File: config.mk
export PLATFORM = sky130hd
export DESIGN_NAME = stream_mux_rr
export DESIGN_NICKNAME = d
export VERILOG_FILES = /design/src/rtl/mux_pkg.sv /design/src/rtl/rr_pick.sv /design/src/rtl/stream_mux_rr.sv
export SDC_FILE = /design/constraint.sdc
export NUM_CORES = 1
export LEC_CHECK = 0
export CAP_MARGIN = 20
export CORE_UTILIZATION = 49
export DETAILED_ROUTE_END_ITERATION = 7
export GPL_TIMING_DRIVEN = 0
export MAX_ROUTING_LAYER = met4
export PLACE_DENSITY = 0.91
export SLEW_MARGIN = 5
export SYNTH_ARGS = -nofsm -noshare
export SYNTH_HDL_FRONTEND = slang
export SYNTH_SLANG_ARGS = --single-unit
File: constraint.sdc
create_clock -name clk -period 9.98 [get_ports clk]
set_clock_uncertainty 0.05 [all_clocks]
set_input_delay 1.497 -clock clk [delete_from_list [all_inputs] [get_ports clk]]
set_output_delay 1.497 -clock clk [all_outputs]
set_load 0.02 [all_outputs]
File: src/rtl/mux_pkg.sv
// Shared types and defaults for the stream_mux_rr block.
// Holds the arbiter FSM state encoding and default geometry.
package mux_pkg;

  typedef enum logic {
    IDLE = 1'b0,
    LOCK = 1'b1
  } state_e;

  localparam int DEF_WIDTH = 8;
  localparam int DEF_CH    = 8;

endpackage

File: src/rtl/rr_pick.sv
// Round-robin request picker: first set request at or after ptr,
// searching upward modulo CH. Purely combinational.
module rr_pick #(
  parameter  int CH   = 8,
  localparam int SELW = $clog2(CH)
) (
  input  logic [CH-1:0]   i_req,
  input  logic [SELW-1:0] i_ptr,
  output logic            o_found,
  output logic [SELW-1:0] o_idx
);

  logic [2*CH-1:0] w_dbl;
  logic [CH-1:0]   w_rot;
  logic [SELW:0]   w_sum;

  // w_rot[i] is the request of channel (ptr+i) mod CH
  assign w_dbl = {i_req, i_req};
  assign w_rot = CH'(w_dbl >> i_ptr);

  always_comb begin
    o_found = 1'b0;
    w_sum   = '0;
    for (int i = CH - 1; i >= 0; i--) begin
      if (w_rot[i]) begin
        o_found = 1'b1;
        w_sum   = {1'b0, i_ptr} + (SELW+1)'(i);
      end
    end
  end

  assign o_idx = (w_sum >= (SELW+1)'(CH)) ?
                 SELW'(w_sum - (SELW+1)'(CH)) :
                 w_sum[SELW-1:0];

endmodule

File: src/rtl/stream_mux_rr.sv
// Packet-aware stream mux: fixed-select or round-robin arbitration,
// a grant held for a whole packet, one registered output stage.
module stream_mux_rr
  import mux_pkg::*;
#(
  parameter  int WIDTH = DEF_WIDTH,
  parameter  int CH    = DEF_CH,
  localparam int SELW  = $clog2(CH)
) (
  input  logic                clk,
  input  logic                rst_n,
  input  logic                mode,
  input  logic [SELW-1:0]     sel,
  input  logic [CH-1:0]       in_valid,
  input  logic [CH*WIDTH-1:0] in_data,
  input  logic [CH-1:0]       in_last,
  output logic [CH-1:0]       in_ready,
  output logic                out_valid,
  output logic [WIDTH-1:0]    out_data,
  output logic                out_last,
  output logic [SELW-1:0]     out_ch,
  input  logic                out_ready
);

  state_e          r_state;
  state_e          w_state_nxt;
  logic [SELW-1:0] r_g;
  logic [SELW-1:0] r_ptr;
  logic            r_lrr;

  logic             r_out_valid;
  logic [WIDTH-1:0] r_out_data;
  logic             r_out_last;
  logic [SELW-1:0]  r_out_ch;

  logic             w_ld;
  logic             w_rr_found;
  logic [SELW-1:0]  w_rr_idx;
  logic             w_fix_v;
  logic             w_has;
  logic [SELW-1:0]  w_cand;
  logic             w_cvalid;
  logic             w_clast;
  logic [WIDTH-1:0] w_cdata;
  logic             w_acc;
  logic             w_rr_now;

  assign w_ld = !r_out_valid || out_ready;

  rr_pick #(
    .CH(CH)
  ) u_pick (
    .i_req  (in_valid),
    .i_ptr  (r_ptr),
    .o_found(w_rr_found),
    .o_idx  (w_rr_idx)
  );

  // out-of-range sel matches no channel, so it never grants
  always_comb begin
    w_fix_v = 1'b0;
    for (int k = 0; k < CH; k++) begin
      if (sel == SELW'(k)) w_fix_v = in_valid[k];
    end
  end

  always_comb begin
    w_has  = 1'b0;
    w_cand = '0;
    unique case (r_state)
      IDLE: begin
        if (mode) begin
          w_has  = w_rr_found;
          w_cand = w_rr_idx;
        end else begin
          w_has  = w_fix_v;
          w_cand = sel;
        end
      end
      LOCK: begin
        w_has  = 1'b1;
        w_cand = r_g;
      end
      default: ;
    endcase
  end

  always_comb begin
    w_cvalid = 1'b0;
    w_clast  = 1'b0;
    w_cdata  = '0;
    for (int k = 0; k < CH; k++) begin
      if (w_cand == SELW'(k)) begin
        w_cvalid = in_valid[k];
        w_clast  = in_last[k];
        w_cdata  = in_data[k*WIDTH +: WIDTH];
      end
    end
  end

  assign w_acc = w_has && w_ld && w_cvalid;

  assign in_ready = (rst_n && w_has && w_ld) ?
                    ({{(CH-1){1'b0}}, 1'b1} << w_cand) :
                    '0;

  always_comb begin
    w_state_nxt = r_state;
    unique case (r_state)
      IDLE: if (w_acc && !w_clast) w_state_nxt = LOCK;
      LOCK: if (w_acc && w_clast) w_state_nxt = IDLE;
      default: w_state_nxt = IDLE;
    endcase
  end

  // a locked packet advances ptr per the mode it was granted under
  assign w_rr_now = (r_state == IDLE) ? mode : r_lrr;

  always_ff @(posedge clk or negedge rst_n) begin
    if (!rst_n) begin
      r_state <= IDLE;
      r_g     <= '0;
      r_ptr   <= '0;
      r_lrr   <= 1'b0;
    end else begin
      r_state <= w_state_nxt;
      if (r_state == IDLE && w_acc && !w_clast) begin
        r_g   <= w_cand;
        r_lrr <= mode;
      end
      if (w_acc && w_clast && w_rr_now) begin
        r_ptr <= (w_cand == SELW'(CH - 1)) ? '0 : w_cand + 1'b1;
      end
    end
  end

  always_ff @(posedge clk or negedge rst_n) begin
    if (!rst_n) begin
      r_out_valid <= 1'b0;
      r_out_data  <= '0;
      r_out_last  <= 1'b0;
      r_out_ch    <= '0;
    end else if (w_ld) begin
      r_out_valid <= w_acc;
      if (w_acc) begin
        r_out_data <= w_cdata;
        r_out_last <= w_clast;
        r_out_ch   <= w_cand;
      end
    end
  end

  assign out_valid = r_out_valid;
  assign out_data  = r_out_data;
  assign out_last  = r_out_last;
  assign out_ch    = r_out_ch;

endmodule

==> results.json <==
{
  "first_global_vias": 3379,
  "worst_ep_required_time_ps": 8430,
  "mostFrequentLayoutCells": "clkdlybuf4s50_1 (101), nand2_1 (58), o21ai_0 (26)",
  "seq_area_frac_synth_pct": 18.3,
  "postCtsSetupRepairBufs": 0,
  "gr-usage-all-layers_pct": 33.9,
  "cts_resized": 0,
  "netlist_instances": 372,
  "cts_hold_buffers": 0,
  "via_per_inst": 6.35,
  "end_kind": "primary output",
  "seqPwrFrac_pct": 10.9,
  "powerDensity_nw_per_um2": 378,
  "ant_nets": 0,
  "netlist_area_um2": 2870,
  "wl_per_cell_um": 18.4,
  "clkSinkCount": 21,
  "crit_type": "in -> out",
  "grt_pass1_wl_um": 16000,
  "overflow": 0,
  "regToRegSetupSlack_ps": 4140,
  "syn_area_per_cell_um2": 7.71,
  "synth-seq-cells": 21,
  "clockPowerShare_pct": 3.7,
  "critical_path.cell_chain": "clkdlybuf4s50_1 > mux4_1 > mux2i_1 > nor3b_1 > a21boi_0 > o21ai_0 > a31oi_1 > o21ai_0 > inv_1 > ha_1 > clkbuf_1 > clkbuf_1 > clkbuf_1 > and3_1 > clkdlybuf4s50_1",
  "finalSetupViolCount": 0,
  "die_y_um": 78.5,
  "fmax_mhz": 124,
  "drc": 0,
  "utilization_pct": 72.3,
  "cts_tree": "yes",
  "dieArea_um2": 6170,
  "maxCapViolCount": 0,
  "crit_fanout": 10,
  "ys.flop_type": "dfrtp_1",
  "netlist-cell-type-count": 65,
  "floorplan.initialDensity_pct": 51.5,
  "relSlewSlack_pct": 53.1,
  "cp_common_cell": "clkbuf_1",
  "setup_ws_ps": 1900,
  "dp_worst_setup_slack_ps": 2050,
  "n_antenna_cell": 0,
  "p_int_w": 0.000701,
  "io_buffers": 101,
  "cts_max_path_buffers": 2,
  "synth_nets": 467,
  "switching_power_w": 0.000822,
  "r2r_cells": 21,
  "grt_max_degree": 25,
  "drive_above_1_share_pct": 8.58,
  "cp.arrival_ps": 6530,
  "leakage_nw": 1.58,
  "switching_share_pct": 53.9,
  "wl_um": 10100,
  "yosys_warnings": 0,
  "fin_nets": 574,
  "vias": 3490,
  "synthArstFlopShare_pct": 100,
  "place_area_um2": 3970,
  "tightest_slew_ps": 698,
  "hpwlAfterDp_um": 7910,
  "clk_pin_slew_ps": 80,
  "status": "finished clean",
  "antenna_found_initial": 0,
  "synth-edff-count": 0,
  "tns_ps": 0,
  "rsz0062_at_grt": "false",
  "hold_path_class": "reg -> reg",
  "holdPathStages": 1,
  "crit_slowest_cell": "clkdlybuf4s50_1",
  "ios": 108,
  "cts_made_buffers": 3,
  "htree_levels": 1,
  "core_um2": 5570,
  "fin_crit_sh_pct": 80.9,
  "dr.pass1.iters": 5,
  "fp-row-count": 27,
  "finalWeightedCongestion": 0.956,
  "worst_setup_path_start_kind": "input pin",
  "slowest_delay_ps": 600,
  "fin_area_um2": 4030,
  "clock_latency_ps": 260,
  "layout_commonest_cell": "clkdlybuf4s50_1",
  "min_period_ps": 8080,
  "fp.dieW_um": 78.5,
  "vdd_drop_max_mv": 0.222,
  "drv_slew": 0,
  "syn_to_final_growth_pct": 40.5,
  "detail_route.iter0.violations": 150,
  "holdWs_ps": 471,
  "finalHoldViolations": 0,
  "pwr-share-comb_pct": 85.4,
  "ctsRootBufferMaster": "clkbuf_8"
}
-- sequential cells by signal (all words and copies together) (netlist names), named ones only --
register,flops
out_valid,1
r_lrr,1
out_data,8
out_ch,3
r_g,3
r_ptr,3
out_last,1
-- through the flow --
stage | power, W | instances
6_report | 0.00152 | 550
5_1_grt | 0.00164 | 550
4_1_cts | 0.00150 | 549
3_5_place_dp | 0.00144 | 545
3_3_place_gp | 0.00141 | 545
2_1_floorplan | 0.00108 | 372
-- logic make-up (layout without fill, tap and decap cells) --
| group | Yosys count | after routing | share of synthesized area (%) |
|---|---|---|---|
| buf+inv | 47 | 153 | 7.11 |
| xor+xnor | 2 | 2 | 0.611 |
| simple gates | 135 | 135 | 22.8 |
| mux | 33 | 33 | 16.4 |
| flops | 21 | 21 | 18.3 |
| fa+ha+maj | 8 | 8 | 3.49 |
| compound gates | 126 | 126 | 31.4 |
-- final cells by class --
cell class	instances	area [um^2]
multi-input cells	304	2140
fillers	441	1540
repair buffers	102	1030
flip-flops and latches	21	526
plain buffers	30	140
well taps	72	90.1
inverters	17	63.8
clock buffers	3	41.3
clock inverters	1	5.00
-- power by group through the flow --
stage	sequential, W	clock, W	combinational, W
final	0.000165	0.0000565	0.00130
after floorplan	0.000192	0	0.000891
after global routing	0.000169	0.0000602	0.00141
after global placement	0.000162	0	0.00124
after detailed placement	0.000165	0	0.00127
after CTS	0.000164	0.0000563	0.00128
-- final timing paths --
kind                             startpoint          end
worst min-delay path              out_ch[1]    out_ch[1]
worst max register to register     r_ptr[0]     r_ptr[0]
worst min register to register    out_ch[1]    out_ch[1]
max in group asynchronous             rst_n  out_data[0]
min in group asynchronous             rst_n     r_ptr[0]
worst max-delay path            in_valid[0]  in_ready[2]
-- worst max-delay path, delay by kind of cell --
family,cells,cell delay (ps)
AND/OR/NAND/NOR,2,590
AO/OA/AOI/OAI,4,840
adder cells (fa/ha/maj),1,270
multiplexers,2,860
buffers and inverters,6,2450
-- layer usage --
metal	vias to the layer above	wire (um)	track usage, %	part of all wire (%)
li1	1614	-	-	-
met1	1605	3770	37.7	37
met2	225	5050	59.1	50
met3	46	752	4.30	7.4
met4	0	548	18.0	5.4
met5	-	0	-	0
-- synth_stat cells (all sizes together) (3+ instances only) --
library cell	n	area [um^2]
clkbuf	20	76.3
dfrtp	21	526
a211oi	3	22.5
nand2	58	218
nor3	11	55.1
nor2	23	86.3
ha	8	100
buf	10	63.8
o21ai	28	140
a21oi	19	95.1
a21o	3	22.5
o211ai	4	30.0
and3	9	56.3
nor2b	10	62.6
nor3b	3	38.8
mux2i	15	150
nand2b	6	37.5
a32o	8	80.1
a221oi	4	52.6
mux4	9	206
inv	15	56.3
o221ai	10	87.6
mux2	9	113
a31oi	9	56.3
a22oi	9	67.6
nand3	5	30.0
o22ai	9	56.3
(Power assumes the default switching activity.)
